## src/rtl/view_param_ctrl_rpt.sv

```systemverilog
// Frame-synchronous Mandelbrot view controller: synchronised push-buttons with
// per-button press/auto-repeat, saturating zoom-scaled pan, and an update strobe.
module view_param_ctrl_rpt #(
    parameter int COORD_WIDTH   = 11,
    parameter int ZOOM_WIDTH    = 4,
    parameter int MAX_ZOOM      = 15,
    parameter int BASE_PAN_STEP = 32,
    parameter int DEFAULT_CX    = -128,
    parameter int DEFAULT_CY    = 0,
    parameter int REPEAT_DELAY  = 16,
    parameter int REPEAT_RATE   = 4,
    parameter int SYNC_STAGES   = 2
) (
    input  logic                          clk,
    input  logic                          rst_n,
    input  logic                          v_begin,
    input  logic [6:0]                    btn_in,
    output logic signed [COORD_WIDTH-1:0] centre_x,
    output logic signed [COORD_WIDTH-1:0] centre_y,
    output logic [ZOOM_WIDTH-1:0]         zoom_level,
    output logic                          param_update
);

    localparam int unsigned NBTN    = 7;
    localparam int unsigned SW      = COORD_WIDTH + 1;
    localparam int unsigned CNT_MAX = (REPEAT_DELAY > REPEAT_RATE) ? REPEAT_DELAY : REPEAT_RATE;
    localparam int unsigned CNT_W   = $clog2(CNT_MAX + 1);

    localparam int unsigned B_ZIN  = 0;
    localparam int unsigned B_ZOUT = 1;
    localparam int unsigned B_LEFT = 2;
    localparam int unsigned B_RGHT = 3;
    localparam int unsigned B_UP   = 4;
    localparam int unsigned B_DOWN = 5;
    localparam int unsigned B_HOME = 6;

    localparam logic signed [SW-1:0] C_MAX = SW'((1 << (COORD_WIDTH - 1)) - 1);
    localparam logic signed [SW-1:0] C_MIN = SW'(-(1 << (COORD_WIDTH - 1)));
    localparam logic signed [COORD_WIDTH-1:0] DEF_CX = COORD_WIDTH'(DEFAULT_CX);
    localparam logic signed [COORD_WIDTH-1:0] DEF_CY = COORD_WIDTH'(DEFAULT_CY);
    localparam logic [ZOOM_WIDTH-1:0] ZMAX = ZOOM_WIDTH'(MAX_ZOOM);

    typedef enum logic [1:0] {
        ST_IDLE   = 2'd0,
        ST_DELAY  = 2'd1,
        ST_REPEAT = 2'd2
    } rpt_state_t;

    logic [NBTN-1:0]  r_sync [SYNC_STAGES];
    logic [NBTN-1:0]  w_btn;
    rpt_state_t       r_state     [NBTN];
    rpt_state_t       w_state_nxt [NBTN];
    logic [CNT_W-1:0] r_cnt       [NBTN];
    logic [CNT_W-1:0] w_cnt_nxt   [NBTN];
    logic [NBTN-1:0]  w_fire;

    logic signed [COORD_WIDTH-1:0] r_cx, r_cy, w_cx_nxt, w_cy_nxt;
    logic [ZOOM_WIDTH-1:0]         r_zoom, w_zoom_nxt;
    logic                          r_upd;
    logic [31:0]                   w_step_raw;
    logic signed [SW-1:0]          w_step;

    // Clamp a widened pan result back into the coordinate range.
    function automatic logic signed [COORD_WIDTH-1:0] sat_coord(input logic signed [SW-1:0] v);
        if (v > C_MAX)      return C_MAX[COORD_WIDTH-1:0];
        else if (v < C_MIN) return C_MIN[COORD_WIDTH-1:0];
        else                return v[COORD_WIDTH-1:0];
    endfunction

    // Button synchroniser chains.
    always_ff @(posedge clk or negedge rst_n) begin
        if (!rst_n) begin
            for (int unsigned i = 0; i < SYNC_STAGES; i++) r_sync[i] <= '0;
        end else begin
            r_sync[0] <= btn_in;
            for (int unsigned i = 1; i < SYNC_STAGES; i++) r_sync[i] <= r_sync[i-1];
        end
    end

    assign w_btn = r_sync[SYNC_STAGES-1];

    // Repeat FSM state and counter registers.
    always_ff @(posedge clk or negedge rst_n) begin
        if (!rst_n) begin
            for (int unsigned b = 0; b < NBTN; b++) begin
                r_state[b] <= ST_IDLE;
                r_cnt[b]   <= '0;
            end
        end else begin
            for (int unsigned b = 0; b < NBTN; b++) begin
                r_state[b] <= w_state_nxt[b];
                r_cnt[b]   <= w_cnt_nxt[b];
            end
        end
    end

    // Repeat FSM next state and fire decode; only advances on v_begin.
    always_comb begin
        w_fire = '0;
        for (int unsigned b = 0; b < NBTN; b++) begin
            w_state_nxt[b] = r_state[b];
            w_cnt_nxt[b]   = r_cnt[b];
            if (v_begin) begin
                case (r_state[b])
                    ST_IDLE: begin
                        if (w_btn[b]) begin
                            w_fire[b]      = 1'b1;
                            w_state_nxt[b] = ST_DELAY;
                            w_cnt_nxt[b]   = CNT_W'(1);
                        end
                    end
                    ST_DELAY: begin
                        if (!w_btn[b]) begin
                            w_state_nxt[b] = ST_IDLE;
                        end else if (r_cnt[b] == CNT_W'(REPEAT_DELAY)) begin
                            w_fire[b]      = 1'b1;
                            w_state_nxt[b] = ST_REPEAT;
                            w_cnt_nxt[b]   = CNT_W'(1);
                        end else begin
                            w_cnt_nxt[b]   = r_cnt[b] + CNT_W'(1);
                        end
                    end
                    ST_REPEAT: begin
                        if (!w_btn[b]) begin
                            w_state_nxt[b] = ST_IDLE;
                        end else if (r_cnt[b] == CNT_W'(REPEAT_RATE)) begin
                            w_fire[b]      = 1'b1;
                            w_cnt_nxt[b]   = CNT_W'(1);
                        end else begin
                            w_cnt_nxt[b]   = r_cnt[b] + CNT_W'(1);
                        end
                    end
                    default: begin
                        w_state_nxt[b] = ST_IDLE;
                        w_cnt_nxt[b]   = '0;
                    end
                endcase
            end
        end
    end

    // View update from this frame's fires; pan step uses the pre-update zoom.
    always_comb begin
        w_step_raw = 32'(BASE_PAN_STEP) >> r_zoom;
        w_step     = (w_step_raw == 32'd0) ? SW'(1) : SW'(w_step_raw);
        w_zoom_nxt = r_zoom;
        w_cx_nxt   = r_cx;
        w_cy_nxt   = r_cy;
        if (w_fire[B_HOME]) begin
            w_zoom_nxt = '0;
            w_cx_nxt   = DEF_CX;
            w_cy_nxt   = DEF_CY;
        end else begin
            if (w_fire[B_ZIN] && !w_fire[B_ZOUT] && (r_zoom != ZMAX))
                w_zoom_nxt = r_zoom + ZOOM_WIDTH'(1);
            else if (w_fire[B_ZOUT] && !w_fire[B_ZIN] && (r_zoom != '0))
                w_zoom_nxt = r_zoom - ZOOM_WIDTH'(1);
            if (w_fire[B_LEFT] && !w_fire[B_RGHT])
                w_cx_nxt = sat_coord($signed({r_cx[COORD_WIDTH-1], r_cx}) - w_step);
            else if (w_fire[B_RGHT] && !w_fire[B_LEFT])
                w_cx_nxt = sat_coord($signed({r_cx[COORD_WIDTH-1], r_cx}) + w_step);
            if (w_fire[B_UP] && !w_fire[B_DOWN])
                w_cy_nxt = sat_coord($signed({r_cy[COORD_WIDTH-1], r_cy}) - w_step);
            else if (w_fire[B_DOWN] && !w_fire[B_UP])
                w_cy_nxt = sat_coord($signed({r_cy[COORD_WIDTH-1], r_cy}) + w_step);
        end
    end

    // Output registers and change strobe.
    always_ff @(posedge clk or negedge rst_n) begin
        if (!rst_n) begin
            r_cx   <= DEF_CX;
            r_cy   <= DEF_CY;
            r_zoom <= '0;
            r_upd  <= 1'b0;
        end else begin
            r_cx   <= w_cx_nxt;
            r_cy   <= w_cy_nxt;
            r_zoom <= w_zoom_nxt;
            r_upd  <= (w_cx_nxt != r_cx) || (w_cy_nxt != r_cy) || (w_zoom_nxt != r_zoom);
        end
    end

    assign centre_x     = r_cx;
    assign centre_y     = r_cy;
    assign zoom_level   = r_zoom;
    assign param_update = r_upd;

endmodule

```

## config.mk

```make
export PLATFORM = sky130hd
export DESIGN_NAME = view_param_ctrl_rpt
export DESIGN_NICKNAME = d
export VERILOG_FILES = /design/src/rtl/view_param_ctrl_rpt.sv
export SDC_FILE = /design/constraint.sdc
export NUM_CORES = 1
export LEC_CHECK = 0
export ABC_AREA = 1
export CAP_MARGIN = 30
export CORE_AREA = 2 2 123 125
export DETAILED_ROUTE_END_ITERATION = 16
export DIE_AREA = 0 0 125 127
export HOLD_SLACK_MARGIN = 0.15
export PLACE_DENSITY_LB_ADDON = 0.3
export SLEW_MARGIN = 20
export SYNTH_ARGS = -nofsm -noshare
export SYNTH_HDL_FRONTEND = slang
export SYNTH_SLANG_ARGS = --single-unit
```

## constraint.sdc

```tcl
create_clock -name clk -period 8.65 [get_ports clk]
set_clock_uncertainty 0.05 [all_clocks]
set_input_delay 1.73 -clock clk [delete_from_list [all_inputs] [get_ports clk]]
set_output_delay 1.73 -clock clk [all_outputs]
set_load 0.02 [all_outputs]
```

; Word-level counts from Yosys, hierarchy flattened
; Index checks and enable logic that the tools add are counted.
[totals]
romBits = 0
latch_bits = 0
output_inout_bits = 27
memories = 0
ram_bits = 0
reg_bits = 90
in_bits = 10
elab_cells = 292
[op_classes]
div_mod_pow = 0
n_reduce_logical = 39
shifts = 1
mux = 144
n_eq_ne = 67
mul = 0
bitwise = 0
n_lt_le_gt_ge = 8
n_addsub = 13
[op_table]
columns = cell, n
row1 = $mux W5, 35
row2 = $mux W11, 14
row3 = $pmux W5 S3, 7
row4 = $mux W2, 28
row5 = $ne A2 B2 Y1 const B, 28
row6 = $reduce_and A4 Y1, 14
row7 = $gt A12 B11 Y1 const B, 4
row8 = $lt A12 B11 Y1 const B, 4
row9 = $mux W1, 42
row10 = $pmux W2 S3, 7
row11 = $add A5 B1 Y5 const B, 7
row12 = $eq A5 B3 Y1 const B, 7
row13 = $eq A5 B5 Y1 const B, 7
row14 = $logic_not A32 Y1, 1
row15 = $shr A6 B4 Y32 const A, 1
row16 = $add A11 B12 Y12, 2
row17 = $sub A11 B12 Y12, 2
row18 = $ne A11 B11 Y1, 2
row19 = $ne A3 B3 Y1 const B, 7
row20 = $pmux W1 S3, 7
row21 = $eq A2 B1 Y1 const B, 7
row22 = $eq A2 B2 Y1 const B, 7
row23 = $logic_not A2 Y1, 7
row24 = $mux W12, 1
row25 = other kinds (9), 24

; Depth between registers and ports, before layout
[depth]
depth_word = 13
mapped_depth = 25
depth_no_buf = 24

; Worst setup path before layout
; OpenSTA, ideal clock, no wires.
[synth_timing]
path_kind = register to register
start = register r_zoom[0] (netlist: zoom_level[0])
end = register r_upd (netlist: param_update)
setup_ps = 125
period_less_slack_ps = 3775
path_stages_with_launch = 25
n_path_buf = 0
path_slack_ps = 4875
required_time_ps = 8475
arrival_time_ps = 3600
path_cell_list = dfrtp_1 inv_1 ha_1 nand2_1 inv_1 o41ai_1 ha_1 inv_1 fa_1 inv_1 nand3_1 nand3_2 nand3_1 nand2_1 nand2_1 nand3_1 o21ai_0 nand2_1 nand2_1 nand2_1 nand2_1 nor2_1 nand2_1 nor2_1 nand3_1
[synth_between]
elab_chain_cells = 13
elab_cells_between_ends = 43
classes_between = 6 x add/sub / 8 x order compare / 4 x eq/ne / 1 x shift / 18 x mux / 6 x reduce/logical
[synth_rtl]
columns = item, line
row1 = "start, declared", 58  ; logic [ZOOM_WIDTH-1:0] r_zoom, w_zoom_nxt;
row2 = "start signal, assigned", 179  ; r_zoom <= w_zoom_nxt;
row3 = $shr A6 B4 Y32, 144  ; w_step_raw = 32'(BASE_PAN_STEP) >> r_zoom;
row4 = $logic_not A32 Y1, 145  ; w_step = (w_step_raw == 32'd0) ? SW'(1) : SW'(w_step_raw);
row5 = $mux W12, 145
row6 = $add A11 B12 Y12 (on tied branches), "161, 165"
row7 = $lt A12 B11 Y1, 66  ; else if (v < C_MIN) return C_MIN[COORD_WIDTH-1:0];
row8 = $mux W11, 66
row9 = $mux W11, 65  ; if (v > C_MAX) return C_MAX[COORD_WIDTH-1:0];
row10 = $mux W11 (on tied branches), "160, 164"
row11 = $mux W11 (on tied branches), "158, 162"
row12 = $mux W11, 149  ; if (w_fire[B_HOME]) begin
row13 = $ne A11 B11 Y1, 180  ; r_upd <= (w_cx_nxt != r_cx) || (w_cy_nxt != r_cy) || (w_zoom_nxt != r_zoom);
row14 = $logic_or A1 B1 Y1, 180
row15 = $logic_or A1 B1 Y1 *, 180
row16 = "end signal, assigned", 180
row17 = "end, declared", 59  ; logic r_upd;
; Every way passes the cells marked *; elsewhere a longest branch is shown, timed or not.
; A chain may end at the register's enable or synchronous reset.

; Worst setup path after layout
; Ends and elaborated chain as after synthesis.

==> run metrics <==
TNS Setup=0 ps; Worst-path clk slew=70 ps; Tot Pwr=around 0.0035 W; Final Instance Area=between 8000 and 9000 um^2; crit path launch=zoom_level[0]$_DFF_PN0_; crit-path max FO=7; peak supply drop=0.000159 V; Synth cell types=40; EDFF count, synth=0; gr ovfl total=0; root buf cell=clkbuf_16; mean cell area of the mapped netlist=6.63 um^2; Initial DRT Pass Iterations=6; CTS tree=yes; count leader, synth=nand2_1; Worst R2R Path Depth=24; PD cells=about 400 nW/um^2; critical path class=reg2reg; Synthesized Nets=1276; final antenna-violating net count=0; # placed instances=1395; diode count=0; Placeable Area=14400 um^2; Seq/Total Area, Yosys=between 20 and 30%; Synth-to-Final Area Change=10.1%; I/O Pins=37; clk_lat worst skew=360 ps; Critical Path End Type=register; min Tclk post-route=~4600 ps; first-pass GRT wire length=32800 um; Die Y=around 130 um; Num CTS Buffers=9; post-layout worst setup margin=4030 ps; routed via count=7633; PostCTS Resize Cnt=0; Most used DFF post-synth=dfrtp_1; # setup viols final=0; fin nets=1310; 1st-iter DRT viols=706; Die Wd=125 um; Post-Synthesis Cells=1188; WP data arrival=4810 ps; RSZ-0062 raised after global routing=no; fraction of layout cells with a size suffix above 1=4.24%; status=complete, no violations; FP Rows=44; LEAKAGE=4.71 nW; cell area after synthesis=~8000 um^2; synth warn=0; Final Max Slew Viols=0; post-route DRC violation count=0; top-area cell type share of the netlist area=27.3%; Post-Place Setup Slack=3860 ps; Fmax=about 220 MHz; initial antenna violation count=0; FF-to-FF Start=zoom_level[0]$_DFF_PN0_; #FFs+latches synth=90; Placer Congestion=0.943; drt wl/cell=~14 um; Max-slew headroom=between 40 and 50%; Port-buffer cells=36; Detailed Place HPWL=around 15000 um; GRT Total Usage=about a quarter; final cell count without fillers=1411; Max-Cap Viols=0; Post-synth ARST share=between 90% and 100%; placed inst area=around 8400 um^2; htree depth=3; Final Cycle Share=53.4%; Critical Path RT=8840 ps; hold-critical path depth=0; Post-synth top cells=nand2_1 (367), inv_1 (191), nand3_1 (102), dfrtp_1 (86), a21oi_1 (82); Detailed Route WL=19400 um; final hold vios=0; Worst Tran Pin Value=a little under 900 ps; CTS Hold Buffers Added=0; Via density=5.41; CP Launch Type=register; Clock Tree Buf Depth=2; postcts setup bufs=0; Filler cells=1361; worst hold path class=reg2reg; vias in the first global route=7008; clock sink count=90; main area contributors after synthesis=dfrtp_1 (27%), nand2_1 (17%), ha_1 (12%); Die ar.=15900 um^2; post-synth top area cell=dfrtp_1; initial core utilization=54.6%; hold_sp=r_sync[8]$_DFF_PN0_; largest net degree at the start of global routing=68
## area by class of cell
cell class                      instances  area [um^2]  share of cell area [%]
Clock buffer                            9          225                    2.60
Sequential cell                        90         2260                    26.0
Clock inverter                          7         58.8                   0.678
Multi-Input combinational cell        884         4790                    55.2
Timing Repair Buffer                   37          365                    4.21
Inverter                              200          752                    8.67
Tap cell                              184          230                    2.65
## placed cells by master, fill, tap and decap left out, types with 3 or more instances in the layout
cell type / count
nand4_1: 17
a21boi_0: 3
inv_6: 3
inv_1: 191
nand2_2: 5
nand3_1: 102
o22ai_1: 13
xnor2_1: 4
clkbuf_16: 9
xor2_1: 29
nand3_2: 5
ha_1: 74
clkdlybuf4s50_1: 35
o21ai_1: 3
o21ai_0: 48
inv_2: 7
nor2_2: 7
dfrtp_1: 86
a21oi_1: 82
o31ai_1: 6
nor2_1: 70
nor3_1: 19
dfstp_2: 4
fa_1: 4
nand3b_1: 3
a31oi_1: 8
nand2_1: 367
## power by group
part / internal [W] / switching, W
Combinational: 0.000837 / 0.00149
Clock: 0.000200 / 0.000187
Sequential: 0.000567 / 0.000222
## registers in the layout, summed over array words and instances, names as in the netlist
| register | cells |
|---|---|
| r_state | 14 |
| w_btn | 7 |
| centre_y | 11 |
| param_update | 1 |
| r_sync | 7 |
| zoom_level | 4 |
| centre_x | 11 |
| r_cnt | 35 |
## logic make-up (layout without fill, tap and decap cells)
family | Yosys count | after routing | synth area share (%)
DFF | 90 | 90 | 28.6
and+or+nand+nor | 598 | 598 | 32.0
buffers and inverters | 214 | 253 | 10.6
xor gates and xnor gates | 33 | 33 | 3.67
AOI/OAI and AO/OA | 175 | 175 | 12.3
adders and majority gates | 78 | 78 | 12.8
## per-layer routing
| layer | vias up | part of all wire, % | track usage (%) |
|---|---|---|---|
| met3 | 18 | 5.6 | 5.19 |
| met2 | 218 | 46 | 40.4 |
| met5 | - | 0 | 0 |
| li1 | 3866 | - | - |
| met1 | 3531 | 47 | 34.5 |
| met4 | 0 | 1.2 | 5.36 |
## critical path, cell delays in order (launching register included)
cell	delay [ps]
dfrtp_1	430
inv_1	150
ha_1	220
nand2_1	290
inv_1	160
o41ai_1	830
ha_1	360
inv_1	70
fa_1	410
inv_1	120
nand3_1	100
nand3_2	130
nand3_1	100
nand2_1	90
nand2_1	120
nand3_1	110
o21ai_0	90
nand2_1	120
nand2_1	80
nand2_1	60
nand2_1	50
nor2_1	100
nand2_1	80
nor2_1	100
nand3_1	80
## worst paths after layout
| kind | end | slack (ps) |
|---|---|---|
| max | param_update$_DFF_PN0_ | 4030 |
| min | w_btn[1]$_DFF_PN0_ | 300 |
| max reg2reg | param_update$_DFF_PN0_ | 4030 |
| min reg2reg | w_btn[1]$_DFF_PN0_ | 300 |
| max in group asynchronous | zoom_level[3]$_DFF_PN0_ | 6190 |
| min in group asynchronous | r_sync[8]$_DFF_PN0_ | 1210 |
## stage by stage
| step | hold WS (ps) | util, % |
|---|---|---|
| 2_1_floorplan | 281 | - |
| 3_3_place_gp | 282 | 58.2 |
| 3_5_place_dp | 291 | 58.2 |
| 4_1_cts | 307 | 60.1 |
| 5_1_grt | 311 | 60.1 |
| 6_report | 301 | 60.1 |
(Power assumes the default switching activity.)
==> variant 1 (same settings) <==
`REPEAT_RATE`: 4 -> 2.
--- a/src/rtl/view_param_ctrl_rpt.sv
+++ b/src/rtl/view_param_ctrl_rpt.sv
@@ -10,3 +10,3 @@
     parameter int REPEAT_DELAY  = 16,
-    parameter int REPEAT_RATE   = 4,
+    parameter int REPEAT_RATE   = 2,
     parameter int SYNC_STAGES   = 2
Function: same outputs for any inputs over 4 cycles, from zero or initial values and one cycle with rst_n low; that may be too few to reach the edited logic, so the function may still have changed.
==> variant 1 against the unedited design <==
Final area up 1.4%. Critical path depth unchanged. Worst setup slack better by 0.18 ns. Routed wire length down 0.84%. Fmax up 4.1%. Count of clock-buffer cells in the layout up 1. Non-clock buffer count unchanged. Synthesized cell count up 0.17%. Area after synthesis up 1.3%. Power up 1.3%. Sequential cell count unchanged. Critical path type unchanged.
==> variant 1: results (changes against the unedited design) <==
* Outcome: complete, no violations
* Total chip power at 3.55 mW (+1.3%)
* Grt met2 use at 39.2% (-1.3 points)
* Hpwl dp at 14900 um (+0.71%)
* Sequential-to-total area share from yosys stat at 28.3% (-0.38 points)
* Multi-input combinational area share at 55.7% (+0.49 points)
* Starting DRT DRC Count at 553 (-22%)
* Routed wl met3 at 1060 um (-2.7%)
* DRT Pass-1 Iters at 4 (-2)
* IR drop worst, VDD at 0.262 mV (+65%)
* Leakage power at 4.73 nW (+0.44%)
* Hold Startpoint: r_sync[7]$_DFF_PN0_
* Fin nets at 1320 (+0.76%)
* Flop2flop setup slack at 4.21 ns (+0.18 ns)
* GRT met1 Usage at 35.4% (+0.83 points)
* Commonest cells in the netlist: nand2_1 (360), inv_1 (190), nand3_1 (102)
* Largest net degree at the start of global routing at 49 (-28%)
* Fillcell total at 1335 (-1.9%)
* Layout clock buffer count at 10 (+1)
* WHS Endpoint: w_btn[0]$_DFF_PN0_
* Comb_multi_in at 887 (+0.34%)
* Synth Area in XOR/XNOR at 3.51% (-0.16 points)
* Mapped Area at 7990 um^2 (+1.3%)
* Top cells by area, synth: dfrtp_1 (27%), nand2_1 (17%), ha_1 (13%)
* Area after DPL at 8500 um^2 (+1.3%)
* Switching pwr at 1.92 mW (+1.5%)
* Post-synthesis adder-cell area fraction at 13.7% (+0.93 points)
## variant 1: changes by cell type in the layout (fill, tap and decap cells not counted), sizes merged, moves of 2 or more
cell | unedited run | this run
o221ai | 2 | 0
o21bai | 1 | 3
clkinv | 4 | 2
nor3 | 19 | 14
or2 | 0 | 2
nor2 | 77 | 88
a21oi | 84 | 82
ha | 74 | 81
a31oi | 8 | 4
nand4 | 17 | 15
o21ai | 51 | 58
o22ai | 13 | 11
nand2 | 373 | 366
## variant 1: per-stage QoR
| stage | util (%) | setup WS (ns) | hold WS [ns] | instances |
|---|---|---|---|---|
| global route | 61.0 | 3.85 | 0.319 | 1414 |
| CTS | 61.0 | 4.23 | 0.301 | 1414 |
| detailed placement | 58.9 | 4.12 | 0.286 | 1398 |
| floorplan | - | 4.83 | 0.281 | 1190 |
| global placement | 58.9 | 4.20 | 0.285 | 1398 |
| finish | 61.0 | 4.21 | 0.300 | 1414 |
==> variant 2 (config.mk and constraints unchanged) <==
Without the edit above. Register the output `centre_y` once more, cleared by the reset; this adds one clock of latency there. The other outputs are not delayed to match.
--- a/src/rtl/view_param_ctrl_rpt.sv
+++ b/src/rtl/view_param_ctrl_rpt.sv
@@ -184,3 +184,9 @@
     assign centre_x     = r_cx;
-    assign centre_y     = r_cy;
+    always_ff @(posedge clk or negedge rst_n) begin
+        if (!rst_n) begin
+            centre_y <= '0;
+        end else begin
+            centre_y <= r_cy;
+        end
+    end
     assign zoom_level   = r_zoom;
Function: changed (Yosys sat finds a counterexample within 4 cycles, from zero or initial values and one cycle with rst_n low).
==> variant 2 against the unedited design <==
Global-route usage increased by 0.16 points. Routed wire length increased by 0.64%. Area after synthesis increased by 4.9%. First-iteration DRC count decreased by 21%. Final area increased by 4.6%. Sequential cell count increased by 11. Critical endpoint unchanged. Count of clock-buffer cells in the layout increased by 1. Synthesized cell count decreased by 0.42%. Clock power increased by 19%. Power increased by 4.6%. Worst setup slack improved by 0.025 ns. Cell count decreased by 0.57%.
==> variant 2: results (changes against the unedited design) <==
* Outcome: complete, no violations
* Gate Count Post-Synth at 1183 (-0.42%)
* WP data arrival at 4.79 ns (-0.02 ns)
* WHS Endpoint: w_btn[6]$_DFF_PN0_
* Synth Area in XOR/XNOR at 3.92% (+0.25 points)
* Synth Area in Compound Gates at 12.2% (-0.13 points)
* DRT Pass-1 Iters at 5 (-1)
* Routability cong. at 0.948 (+0.50%)
* Switching pwr at 1.91 mW (+0.75%)
* GRT Overall Usage at 25.0% (+0.16 points)
* Fillcell total at 1280 (-6.0%)
* Fin cells at 1403 (-0.57%)
* Starting DRT DRC Count at 561 (-21%)
* Routed wl met3 at 1140 um (+5.0%)
* Vias post-DR at 7687 (+0.71%)
* M3 GR Usage at 4.31% (-0.88 points)
* Fin nets at 1302 (-0.61%)
* Ratio of cells with drive above 1 in the final layout at 5.91% (+1.7 points)
* GRT met1 Usage at 34.8% (+0.29 points)
* Vias in the first global route at 7003 (-0.071%)
* Flop2flop setup slack at 4.05 ns (+0.02 ns)
* Hpwl dp at 14800 um (-0.37%)
* DR WL met2 at 8990 um (+0.64%)
* Sw Ratio at 52.2% (-2.0 points)
* Area after DPL at 8740 um^2 (+4.2%)
* Post-synthesis adder-cell area fraction at 12.2% (-0.59 points)
* Sequential power at 0.870 mW (+10%)
* Commonest cells in the netlist: nand2_1 (338), inv_1 (174), nand3_1 (104)
* IR drop worst, VDD at 0.283 mV (+78%)
* Final wirelength at 19500 um (+0.64%)
* Unique masters post-synth at 50 (+25%)
* Largest net degree at the start of global routing at 64 (-5.9%)
* Top cells by area, synth: dfrtp_1 (29%), nand2_1 (15%), ha_1 (11%)
[variant 2: changes by cell type after synthesis, moves of 6 or more]
| cell | unedited run | this run |
|---|---|---|
| nand2_1 | 367 | 338 |
| a21oi_1 | 82 | 74 |
| nor3_1 | 19 | 13 |
| dfrtp_1 | 86 | 97 |
| nor2_1 | 70 | 80 |
| inv_1 | 191 | 174 |
| o21ai_0 | 48 | 55 |
[variant 2: worst max path at each step]
| stage | startpoint | depth (start not counted) | slack (ns) | to |
|---|---|---|---|---|
| 6_report | zoom_level[0]$_DFF_PN0_ | 24 | 4.05 | param_update$_DFF_PN0_ |
| 5_1_grt | zoom_level[0]$_DFF_PN0_ | 24 | 3.55 | param_update$_DFF_PN0_ |
| 4_1_cts | zoom_level[0]$_DFF_PN0_ | 24 | 4.10 | param_update$_DFF_PN0_ |
| 3_5_place_dp | v_begin | 14 | 3.85 | param_update$_DFF_PN0_ |
| 3_3_place_gp | v_begin | 14 | 3.89 | param_update$_DFF_PN0_ |
| 2_1_floorplan | zoom_level[0]$_DFF_PN0_ | 24 | 4.88 | param_update$_DFF_PN0_ |
[variant 2: metrics by stage]
| step | hold WS, ns | setup slack [ns] | utilization, % |
|---|---|---|---|
| final | 0.298 | 4.05 | 62.9 |
| after detailed placement | 0.286 | 3.85 | 60.6 |
| after CTS | 0.300 | 4.10 | 62.9 |
| after global routing | 0.315 | 3.55 | 62.9 |
| after floorplan | 0.281 | 4.88 | - |
| after global placement | 0.284 | 3.89 | 60.6 |
[variant 2: worst max-delay path, cell delays in order (launching register included)]
cell and delay [ns]:
dfrtp_1 0.44, inv_1 0.15, ha_1 0.23, nand2_1 0.19
inv_1 0.14, o41ai_1 0.78, ha_1 0.34, inv_1 0.07
fa_1 0.41, inv_1 0.09, nand3_1 0.10, nand3_2 0.17
nand2_2 0.12, nand2_1 0.09, nand2_2 0.06, nand2_4 0.10
nand3_1 0.08, nand2_1 0.10, nand2_1 0.05, nand2_1 0.11
nor2_1 0.05, nor3_1 0.31, nand2_1 0.08, nor2_1 0.11
nand3_1 0.07
[variant 2: layout make-up]
| cell class | instances | area share (%) |
|---|---|---|
| clock buffer | 10 | 2.63 |
| clock inverter | 6 | 1.03 |
| inverter | 185 | 7.65 |
| multi-input combinational | 880 | 54.2 |
| sequential | 101 | 27.9 |
| tap | 184 | 2.54 |
| timing repair buffer | 37 | 4.02 |
[variant 2: cell families after synthesis]
group | count (synthesis)
buffers and inverters | 202
AND/OR/NAND/NOR | 590
AO/OA/AOI/OAI | 175
adder cells (fa/ha/maj) | 78
XOR/XNOR | 37
flip-flops | 101
